### src/rtl/FLP_pkg.sv
// Floating-point datapath constants and the butterfly result record
// shared between the add stage and its write-back buffer.
package FLP_pkg;

   localparam int unsigned OVERALL_BITS  = 32;
   localparam int unsigned FFT_ADDR_BITS = 10;

   // One butterfly result: both complex outputs and their destinations.
   typedef struct packed {
      logic [OVERALL_BITS-1:0]  a_p_b_real;
      logic [OVERALL_BITS-1:0]  a_p_b_imag;
      logic [OVERALL_BITS-1:0]  a_m_b_real;
      logic [OVERALL_BITS-1:0]  a_m_b_imag;
      logic [FFT_ADDR_BITS-1:0] addr_p;
      logic [FFT_ADDR_BITS-1:0] addr_m;
   } bfly_pair_t;

endpackage

### src/rtl/fft_butterfly_writeback_buffer_pkg.sv
// Local types for the butterfly write-back buffer.
package fft_butterfly_writeback_buffer_pkg;

   // Output serialiser phase: SUM emits a+b, DIFF emits a-b.
   typedef enum logic {
      PH_SUM  = 1'b0,
      PH_DIFF = 1'b1
   } phase_e;

endpackage

### src/rtl/fft_pair_fifo.sv
// Synchronous FIFO of butterfly result pairs with full/empty/count.
// A write while full is dropped even if a read happens in the same cycle.
module fft_pair_fifo
   import FLP_pkg::*;
#(
   parameter  int unsigned DEPTH    = 8,
   localparam int unsigned CNT_BITS = $clog2(DEPTH + 1),
   localparam int unsigned PTR_BITS = (DEPTH > 1) ? $clog2(DEPTH) : 1
) (
   input  logic                clk,
   input  logic                rst_n,
   input  logic                wr_en,
   input  bfly_pair_t          wr_data,
   input  logic                rd_en,
   output bfly_pair_t          rd_data,
   output logic                full,
   output logic                empty,
   output logic [CNT_BITS-1:0] count
);

   bfly_pair_t          mem [DEPTH];
   logic [PTR_BITS-1:0] wr_ptr;
   logic [PTR_BITS-1:0] rd_ptr;
   logic                wr_acc;
   logic                rd_acc;

   assign full    = (count == CNT_BITS'(DEPTH));
   assign empty   = (count == '0);
   assign wr_acc  = wr_en & ~full;
   assign rd_acc  = rd_en & ~empty;
   assign rd_data = mem[rd_ptr];

   // Pointers and occupancy; pointers wrap naturally since DEPTH is a power of two.
   always_ff @(posedge clk or negedge rst_n) begin
      if (!rst_n) begin
         wr_ptr <= '0;
         rd_ptr <= '0;
         count  <= '0;
      end else begin
         if (wr_acc) wr_ptr <= wr_ptr + PTR_BITS'(1);
         if (rd_acc) rd_ptr <= rd_ptr + PTR_BITS'(1);
         count <= count + CNT_BITS'(wr_acc) - CNT_BITS'(rd_acc);
      end
   end

   // Storage array; contents need no reset.
   always_ff @(posedge clk) begin
      if (wr_acc) mem[wr_ptr] <= wr_data;
   end

endmodule

### src/rtl/fft_butterfly_writeback_buffer.sv
// Captures butterfly result pairs from the add stage, buffers them, and
// serialises each pair as two complex words (a+b then a-b) to memory.
// Upstream flow control is credit based: a butterfly may only start when
// a FIFO slot is guaranteed to be free at its done.
module fft_butterfly_writeback_buffer
   import FLP_pkg::*;
   import fft_butterfly_writeback_buffer_pkg::*;
#(
   parameter int unsigned DEPTH     = 8,
   parameter int unsigned ADDR_BITS = FFT_ADDR_BITS
) (
   input  logic                    clk,
   input  logic                    rst_n,
   input  logic                    issue,
   output logic                    issue_ok,
   input  logic                    in_done,
   input  logic [OVERALL_BITS-1:0] in_a_p_b_real,
   input  logic [OVERALL_BITS-1:0] in_a_p_b_imag,
   input  logic [OVERALL_BITS-1:0] in_a_m_b_real,
   input  logic [OVERALL_BITS-1:0] in_a_m_b_imag,
   input  logic [ADDR_BITS-1:0]    in_addr_p,
   input  logic [ADDR_BITS-1:0]    in_addr_m,
   output logic                    out_valid,
   input  logic                    out_ready,
   output logic [OVERALL_BITS-1:0] out_real,
   output logic [OVERALL_BITS-1:0] out_imag,
   output logic [ADDR_BITS-1:0]    out_addr,
   output logic                    empty,
   output logic                    overflow_err
);

   localparam int unsigned CNT_BITS = $clog2(DEPTH + 1);

   bfly_pair_t          wr_pair;
   bfly_pair_t          head;
   logic                fifo_full;
   logic                fifo_empty;
   logic [CNT_BITS-1:0] occ;
   logic [CNT_BITS-1:0] inflight;
   logic [CNT_BITS:0]   committed;
   logic                issue_acc;
   logic                done_credit;
   logic                xfer;
   logic                pop;
   phase_e              phase;
   phase_e              phase_next;

   assign wr_pair.a_p_b_real = in_a_p_b_real;
   assign wr_pair.a_p_b_imag = in_a_p_b_imag;
   assign wr_pair.a_m_b_real = in_a_m_b_real;
   assign wr_pair.a_m_b_imag = in_a_m_b_imag;
   assign wr_pair.addr_p     = in_addr_p;
   assign wr_pair.addr_m     = in_addr_m;

   fft_pair_fifo #(
      .DEPTH (DEPTH)
   ) u_fifo (
      .clk     (clk),
      .rst_n   (rst_n),
      .wr_en   (in_done),
      .wr_data (wr_pair),
      .rd_en   (pop),
      .rd_data (head),
      .full    (fifo_full),
      .empty   (fifo_empty),
      .count   (occ)
   );

   // Credits: stored pairs plus butterflies still in the add stage.
   assign committed   = {1'b0, occ} + {1'b0, inflight};
   assign issue_ok    = (committed < (CNT_BITS + 1)'(DEPTH));
   assign issue_acc   = issue & issue_ok;
   assign done_credit = in_done & (inflight != '0);

   assign out_valid = ~fifo_empty;
   assign xfer      = out_valid & out_ready;
   assign empty     = fifo_empty & (inflight == '0);

   // In-flight counter and sticky protocol/overflow flag.
   always_ff @(posedge clk or negedge rst_n) begin
      if (!rst_n) begin
         inflight     <= '0;
         overflow_err <= 1'b0;
      end else begin
         inflight <= inflight + CNT_BITS'(issue_acc) - CNT_BITS'(done_credit);
         if (in_done & (fifo_full | (inflight == '0))) overflow_err <= 1'b1;
      end
   end

   // Phase register of the output serialiser.
   always_ff @(posedge clk or negedge rst_n) begin
      if (!rst_n) phase <= PH_SUM;
      else        phase <= phase_next;
   end

   // Phase next-state, FIFO pop and output word selection from the FIFO head.
   always_comb begin
      phase_next = phase;
      pop        = 1'b0;
      out_real   = head.a_p_b_real;
      out_imag   = head.a_p_b_imag;
      out_addr   = head.addr_p;
      case (phase)
         PH_SUM: begin
            if (xfer) phase_next = PH_DIFF;
         end
         PH_DIFF: begin
            out_real = head.a_m_b_real;
            out_imag = head.a_m_b_imag;
            out_addr = head.addr_m;
            if (xfer) begin
               phase_next = PH_SUM;
               pop        = 1'b1;
            end
         end
         default: phase_next = PH_SUM;
      endcase
   end

endmodule
### config.mk
export PLATFORM = sky130hd
export DESIGN_NAME = fft_butterfly_writeback_buffer
export DESIGN_NICKNAME = d
export VERILOG_FILES = /design/src/rtl/FLP_pkg.sv /design/src/rtl/fft_butterfly_writeback_buffer_pkg.sv /design/src/rtl/fft_pair_fifo.sv /design/src/rtl/fft_butterfly_writeback_buffer.sv
export SDC_FILE = /design/constraint.sdc
export NUM_CORES = 1
export LEC_CHECK = 0
export CORE_MARGIN = 3
export CORE_UTILIZATION = 45
export DETAILED_ROUTE_END_ITERATION = 16
export PLACE_DENSITY_LB_ADDON = 0.25
export SYNTH_ARGS = -nofsm -noshare
export SYNTH_HDL_FRONTEND = slang
export SYNTH_SLANG_ARGS = --single-unit
### constraint.sdc
create_clock -name clk -period 13.4 [get_ports clk]
set_input_delay 3.35 -clock clk [delete_from_list [all_inputs] [get_ports clk]]
set_output_delay 3.35 -clock clk [all_outputs]
set_load 0.01 [all_outputs]
==> results of run 1 <==
power by group through the flow:
stage	registers (mW)	clock network (mW)	logic (mW)
5_1_grt	5.00	3.42	3.75
4_1_cts	4.96	3.26	3.57
2_1_floorplan	5.01	0	2.28
3_3_place_gp	5.00	0	3.54
6_report	4.95	3.17	3.47
3_5_place_dp	5.04	0	3.55
area by class of cell:
type | count | area [um2] | area share (%)
sequential | 1200 | 35960 | 68.21
multi-input combinational | 583 | 8701 | 16.50
clock buffer | 150 | 3178 | 6.028
timing repair buffer | 268 | 2613 | 4.955
tap | 1287 | 1610 | 3.054
clock inverter | 72 | 569.3 | 1.080
inverter | 17 | 63.81 | 0.1210
antenna | 10 | 25.02 | 0.04746
worst max-delay path, cell delays in order (launching register included):
cell	delay [ns]
dfrtp_4	1.23
buf_4	0.85
buf_4	0.83
mux4_2	0.41
a22oi_1	0.22
nand2_1	0.08
clkdlybuf4s50_1	0.52
worst max path at each step:
stage	from	end	depth (start not counted)
2_1_floorplan	in_done	u_fifo.mem[7][0]	2
3_3_place_gp	u_fifo.rd_ptr[1]	out_addr[1]	6
3_5_place_dp	u_fifo.rd_ptr[1]	out_imag[21]	6
4_1_cts	u_fifo.rd_ptr[1]	out_imag[21]	6
5_1_grt	u_fifo.rd_ptr[0]	out_real[21]	6
6_report	u_fifo.rd_ptr[1]	out_addr[1]	6
stage by stage:
step / worst slack (ns) / cell area [um2] / power, mW / hold WS (ns)
final: 5.095 / 52720 / 11.60 / 0.4557
after global routing: 4.763 / 52700 / 12.17 / 0.4777
after CTS: 4.973 / 52700 / 11.78 / 0.4660
after detailed placement: 5.716 / 48950 / 8.591 / 0.4551
after global placement: 5.726 / 48950 / 8.541 / 0.4458
after floorplan: 3.078 / 45210 / 7.293 / 0.4857
routing by layer:
layer / track usage (%) / share of wire (%) / vias to the layer above
li1: - / - / 8743
met2: 31.49 / 51 / 573
met1: 25.67 / 41 / 11077
met4: 4.841 / 1.7 / 12
met5: 0 / 0.073 / -
met3: 4.198 / 6.2 / 119
sequential cells by signal, summed over array words and instances (netlist names):
name / flops
u_fifo.count: 4
u_fifo.mem: 1184
u_fifo.rd_ptr: 3
phase: 1
overflow_err: 1
u_fifo.wr_ptr: 3
inflight: 4
Yosys cell counts (all sizes together), types with 3 or more instances:
cell and n:
a21o 3, a22oi 148, buf 56, clkbuf 43
dfrtp 16, edfxtp 1184, ha 17, inv 17
mux4 296, nand2 78, nand2b 3, nand3 3
nor2 7, nor2b 3, xnor2 6
logic make-up after synthesis:
logic type,after synthesis
flip-flops,1200
multiplexers,298
AO/OA/AOI/OAI,155
buffers and inverters,116
AND/OR/NAND/NOR,103
adder cells (fa/ha/maj),19
XOR/XNOR,8
==> metrics.yaml, run 1 <==
status: "finished, final reports clean"
grt_pass1_vias: 22198
p_switching_mw: 3.390
drtAntennaViolNets: 0
slew_headroom_pct: 18.46
synth.top_cell.area_share_pct: 78.65
rows: 115
final_cell_mix: "edfxtp_1, mux4_2, clkdlybuf4s50_1, a22oi_1, clkbuf_16"
syn_nets: 2071
drt_iter0_markers: 1685
hp-class: "reg2reg"
rsz0062_at_grt: "no"
wire_per_inst_um: 27.09
grt_max_degree: 113
sw_frac_of_total_pct: 29.24
yosysUniqueCellTypes: 30
synth_edf_count: 1184
hp-start: "overflow_err"
synth_top_family_by_area: "multiplexers"
die_h_um: 322.9
gp_congestion: 0.6962
synth-seq-cells: 1200
syn2layout_area_growth_pct: 16.63
crit_fanout: 77
layout.nets: 2361
final_cells: 3587
min_delay_path_depth: 1
finalSetupViolCount: 0
cap_violations: 0
drcViolationCount: 0
reg2reg_setup_slack_ns: 9.33
synth-simple-area-share_pct: 0.9632
p_int_mw: 8.205
synth_xor_area_share_pct: 0.1550
clockBufferDepth: 3
pwr-share-clk_pct: 27.4
ys_top_cells_by_area: "edfxtp_1, mux4_2, a22oi_1"
worstPathArrival_ns: 4.96
muxShareOfSynthArea_pct: 14.80
synth_area_per_cell_um2: 23.80
timing.rr.end: "u_fifo.mem[6][14]"
clockRootBuffer: "clkbuf_16"
synth_compound_area_share_pct: 2.569
vdd_drop_max_mv: 0.2349
synth_ff_type: "edfxtp_1"
antenna_found_initial: 18
num_vias: 20524
startpoint_type: "register"
dp.cells: 3355
syn-cell-area_um2: 45200
max_freq_mhz: 120.4
ios: 231
crit_type: "reg2out"
worstMarginPinSlew_ns: 1.220
fin_crit_sh_pct: 61.98
p_comb_share_pct: 29.9
fin_util_pct: 53.26
wl_mm: 97.18
io_buffers: 230
drive_gt1_share_pct: 22.31
leakage_nw: 16.68
fp.dieW_um: 322.9
post-cts-setup-buffers: 0
synth_fa_ha_area_share_pct: 0.5591
grt_use_total_pct: 18.94
clock-sinks: 1200
dpl.hpwl_mm: 50.68
cts_tree: "built"
cp.required_ns: 10.05
hold_end: "overflow_err"
fin_crit_ns: 8.305
vias_per_cell: 5.722
tns_ns: 0
nFillCells: 7503
worstRegToRegCells: 7
yosysTopAreaCell: "edfxtp_1"
cts-resized-gates: 0
final_common_cell: "edfxtp_1"
p_seq_share_pct: 42.7
h-tree-depth: 3
start_util_pct: 45.66
core_um2: 98990
ys_seq_area_share_pct: 79.54
hold_viol_final: 0
async_flop_share_pct: 1.333
grt-ovfl-total: 0
grt_first_pass_wirelength_mm: 145.4
cts_hold_buf: 0
cts.clk_slew.worst_paths_ns: 0.06
cts_made_buffers: 119
syn_inst: 1899
dieArea_um2: 104300
critical_path.endpoint_type: "output pin"
drv_slew: 0
clk_latency_ns: 0.69
r2r_start: "u_fifo.count[2]"
firstDrtPassIters: 5
skew_ns: 0.01759
yosys_warnings: 0
p_per_area_nw_per_um2: 219.9
Power figures use the tool's default switching activity.
==> run 2: changes to the inputs <==
==> constraint.sdc (replaced) <==
create_clock -name clk -period 8 [get_ports clk]
set_input_delay 2 -clock clk [delete_from_list [all_inputs] [get_ports clk]]
set_output_delay 2 -clock clk [all_outputs]
set_load 0.01 [all_outputs]
==> metrics.yaml, run 2 (synthesized netlist as in run 1, its figures left out) <==
hold_viol_final: 0  # unchanged
worstMarginPinSlew_ns: 1.043  # -0.1771 ns
setup_ws_ns: 2.172  # -2.923 ns
fin_crit_ns: 5.828
design_power_total_mw: 19.51  # +68%
io_buffers: 230  # unchanged
layout.nets: 2358  # -0.13%
cp.required_ns: 6.00  # -4.05 ns
largest_register_ffs: 1184  # unchanged
nFillCells: 7519  # +0.21%
firstDrtPassIters: 5  # unchanged
cts-resized-gates: 0  # unchanged
drtAntennaViolNets: 0  # unchanged
fin_crit_sh_pct: 72.85
start_util_pct: 45.66  # unchanged
vdd_drop_max_mv: 0.2773  # +18%
hp-class: "reg2reg"
critical_path.endpoint_type: "output pin"
reg_top3: "u_fifo.mem: 1184 flops, inflight: 4 flops, u_fifo.count: 4 flops"
h-tree-depth: 3  # unchanged
place_ws_ns: 2.825  # -2.890 ns
final_common_cell: "edfxtp_1"
num_vias: 20392  # -0.64%
core_um2: 98990  # unchanged
tns_ns: 0  # unchanged
cts_hold_buf: 0  # unchanged
ios: 231  # unchanged
rows: 115  # unchanged
antenna_found_initial: 14  # -4
startpoint_type: "register"
clock-sinks: 1200  # unchanged
wire_per_inst_um: 26.98  # -0.42%
dp.cells: 3353  # -0.060%
final_cell_mix: "edfxtp_1, mux4_2, clkdlybuf4s50_1, a22oi_1, clkbuf_16"
post-cts-setup-buffers: 0  # unchanged
crit_type: "reg2out"
regArea_um2: 35960  # unchanged
status: "finished, final reports clean"
cap_violations: 0  # unchanged
cts_made_buffers: 118  # -0.84%
drcViolationCount: 0  # unchanged
crit_fanout: 132  # +71%
grt-ovfl-total: 0  # unchanged
grt_max_degree: 133  # +18%
fin_util_pct: 53.44  # +0.19 points
fp.dieW_um: 322.9  # unchanged
drv_slew: 0  # unchanged
p_per_area_nw_per_um2: 368.7  # +68%
cts_tree: "built"
die_h_um: 322.9  # unchanged
final_cells: 3577  # -0.28%
multi_input_area_um2: 8701  # unchanged
worstPathArrival_ns: 3.83  # -1.13 ns
slew_headroom_pct: 30.29  # +12 points
gp_congestion: 0.6915  # -0.68%
max_freq_mhz: 171.6
drive_gt1_share_pct: 22.13  # -0.18 points
wl_mm: 96.50  # -0.70%
clk_latency_ns: 0.70  # about the same
finalSetupViolCount: 0  # unchanged
dpl.hpwl_mm: 49.32  # -2.7%
regMostFlops: "u_fifo.mem"
skew_ns: 0.01898  # +0.001382 ns
cts.clk_slew.worst_paths_ns: 0.06  # about the same
vias_per_cell: 5.701  # -0.37%
rsz0062_at_grt: "no"
dieArea_um2: 104300  # unchanged
clockBufferDepth: 3  # unchanged
grt_pass1_vias: 22306  # +0.49%
clockRootBuffer: "clkbuf_16"
drt_iter0_markers: 1628  # -3.4%
grt_first_pass_wirelength_mm: 144.4  # -0.66%
leakage_nw: 16.71  # +0.19%
syn2layout_area_growth_pct: 17.04
grt_use_total_pct: 18.77  # -0.16 points
-- run 2: cell types whose count changed in the layout (fill, tap and decap cells not counted), moves of 3 or more --
cell	previous run	this run
inv_16	0	3
clkinv_2	18	9
clkbuf_8	2	5
clkbuf_1	26	29
buf_4	36	20
clkinv_1	38	33
buf_12	2	16
-- run 2: layer usage --
metal	global-route usage (%)	vias to the layer above	share of wire (%)
met4	4.538	14	1.9
met1	24.73	10951	41
met3	4.336	147	6.0
met2	31.99	526	51
li1	-	8754	-
met5	0	-	0.081
-- run 2: worst max-delay path, stage by stage (launching register included) --
cell,delay [ns]
dfrtp_4,0.93
buf_12,0.61
mux4_2,0.42
a22oi_1,0.25
nand2_1,0.15
clkdlybuf4s50_1,0.51
-- run 2: power breakdown --
| part | switching, mW | total [mW] | internal (mW) | leakage (nW) |
|---|---|---|---|---|
| Sequential | 0.330 | 8.25 | 7.92 | 10.9 |
| Combinational | 3.11 | 5.89 | 2.78 | 3.95 |
| Clock | 2.26 | 5.37 | 3.11 | 1.83 |
-- run 2: path summary, 6_finish.rpt --
| check | from | slack (ns) | cells past startpoint | end |
|---|---|---|---|---|
| min in group asynchronous | rst_n | 1.76 | 1 | overflow_err |
| max in group asynchronous | rst_n | 5.67 | 1 | u_fifo.rd_ptr[0] |
| max reg2reg | u_fifo.count[2] | 4.81 | 7 | u_fifo.mem[1][116] |
| min reg2reg | overflow_err | 0.46 | 1 | overflow_err |
| max | u_fifo.rd_ptr[1] | 2.17 | 5 | out_real[2] |
| min | overflow_err | 0.46 | 1 | overflow_err |
-- run 2: area by class of cell --
cell class / count / share of cell area, %
flip-flops and latches: 1200 / 67.97
inverters: 17 / 0.1206
clock buffers: 154 / 6.012
multi-input cells: 583 / 16.45
well taps: 1287 / 3.044
repair buffers: 266 / 5.241
clock inverters: 62 / 1.128
diodes: 8 / 0.03784
-- run 2: per-stage QoR --
step / instance area (um2) / hold slack [ns]
6_report: 52910 / 0.4555
5_1_grt: 52890 / 0.5019
4_1_cts: 52890 / 0.4621
3_5_place_dp: 49110 / 0.4510
3_3_place_gp: 49110 / 0.4450
2_1_floorplan: 45210 / 0.4857
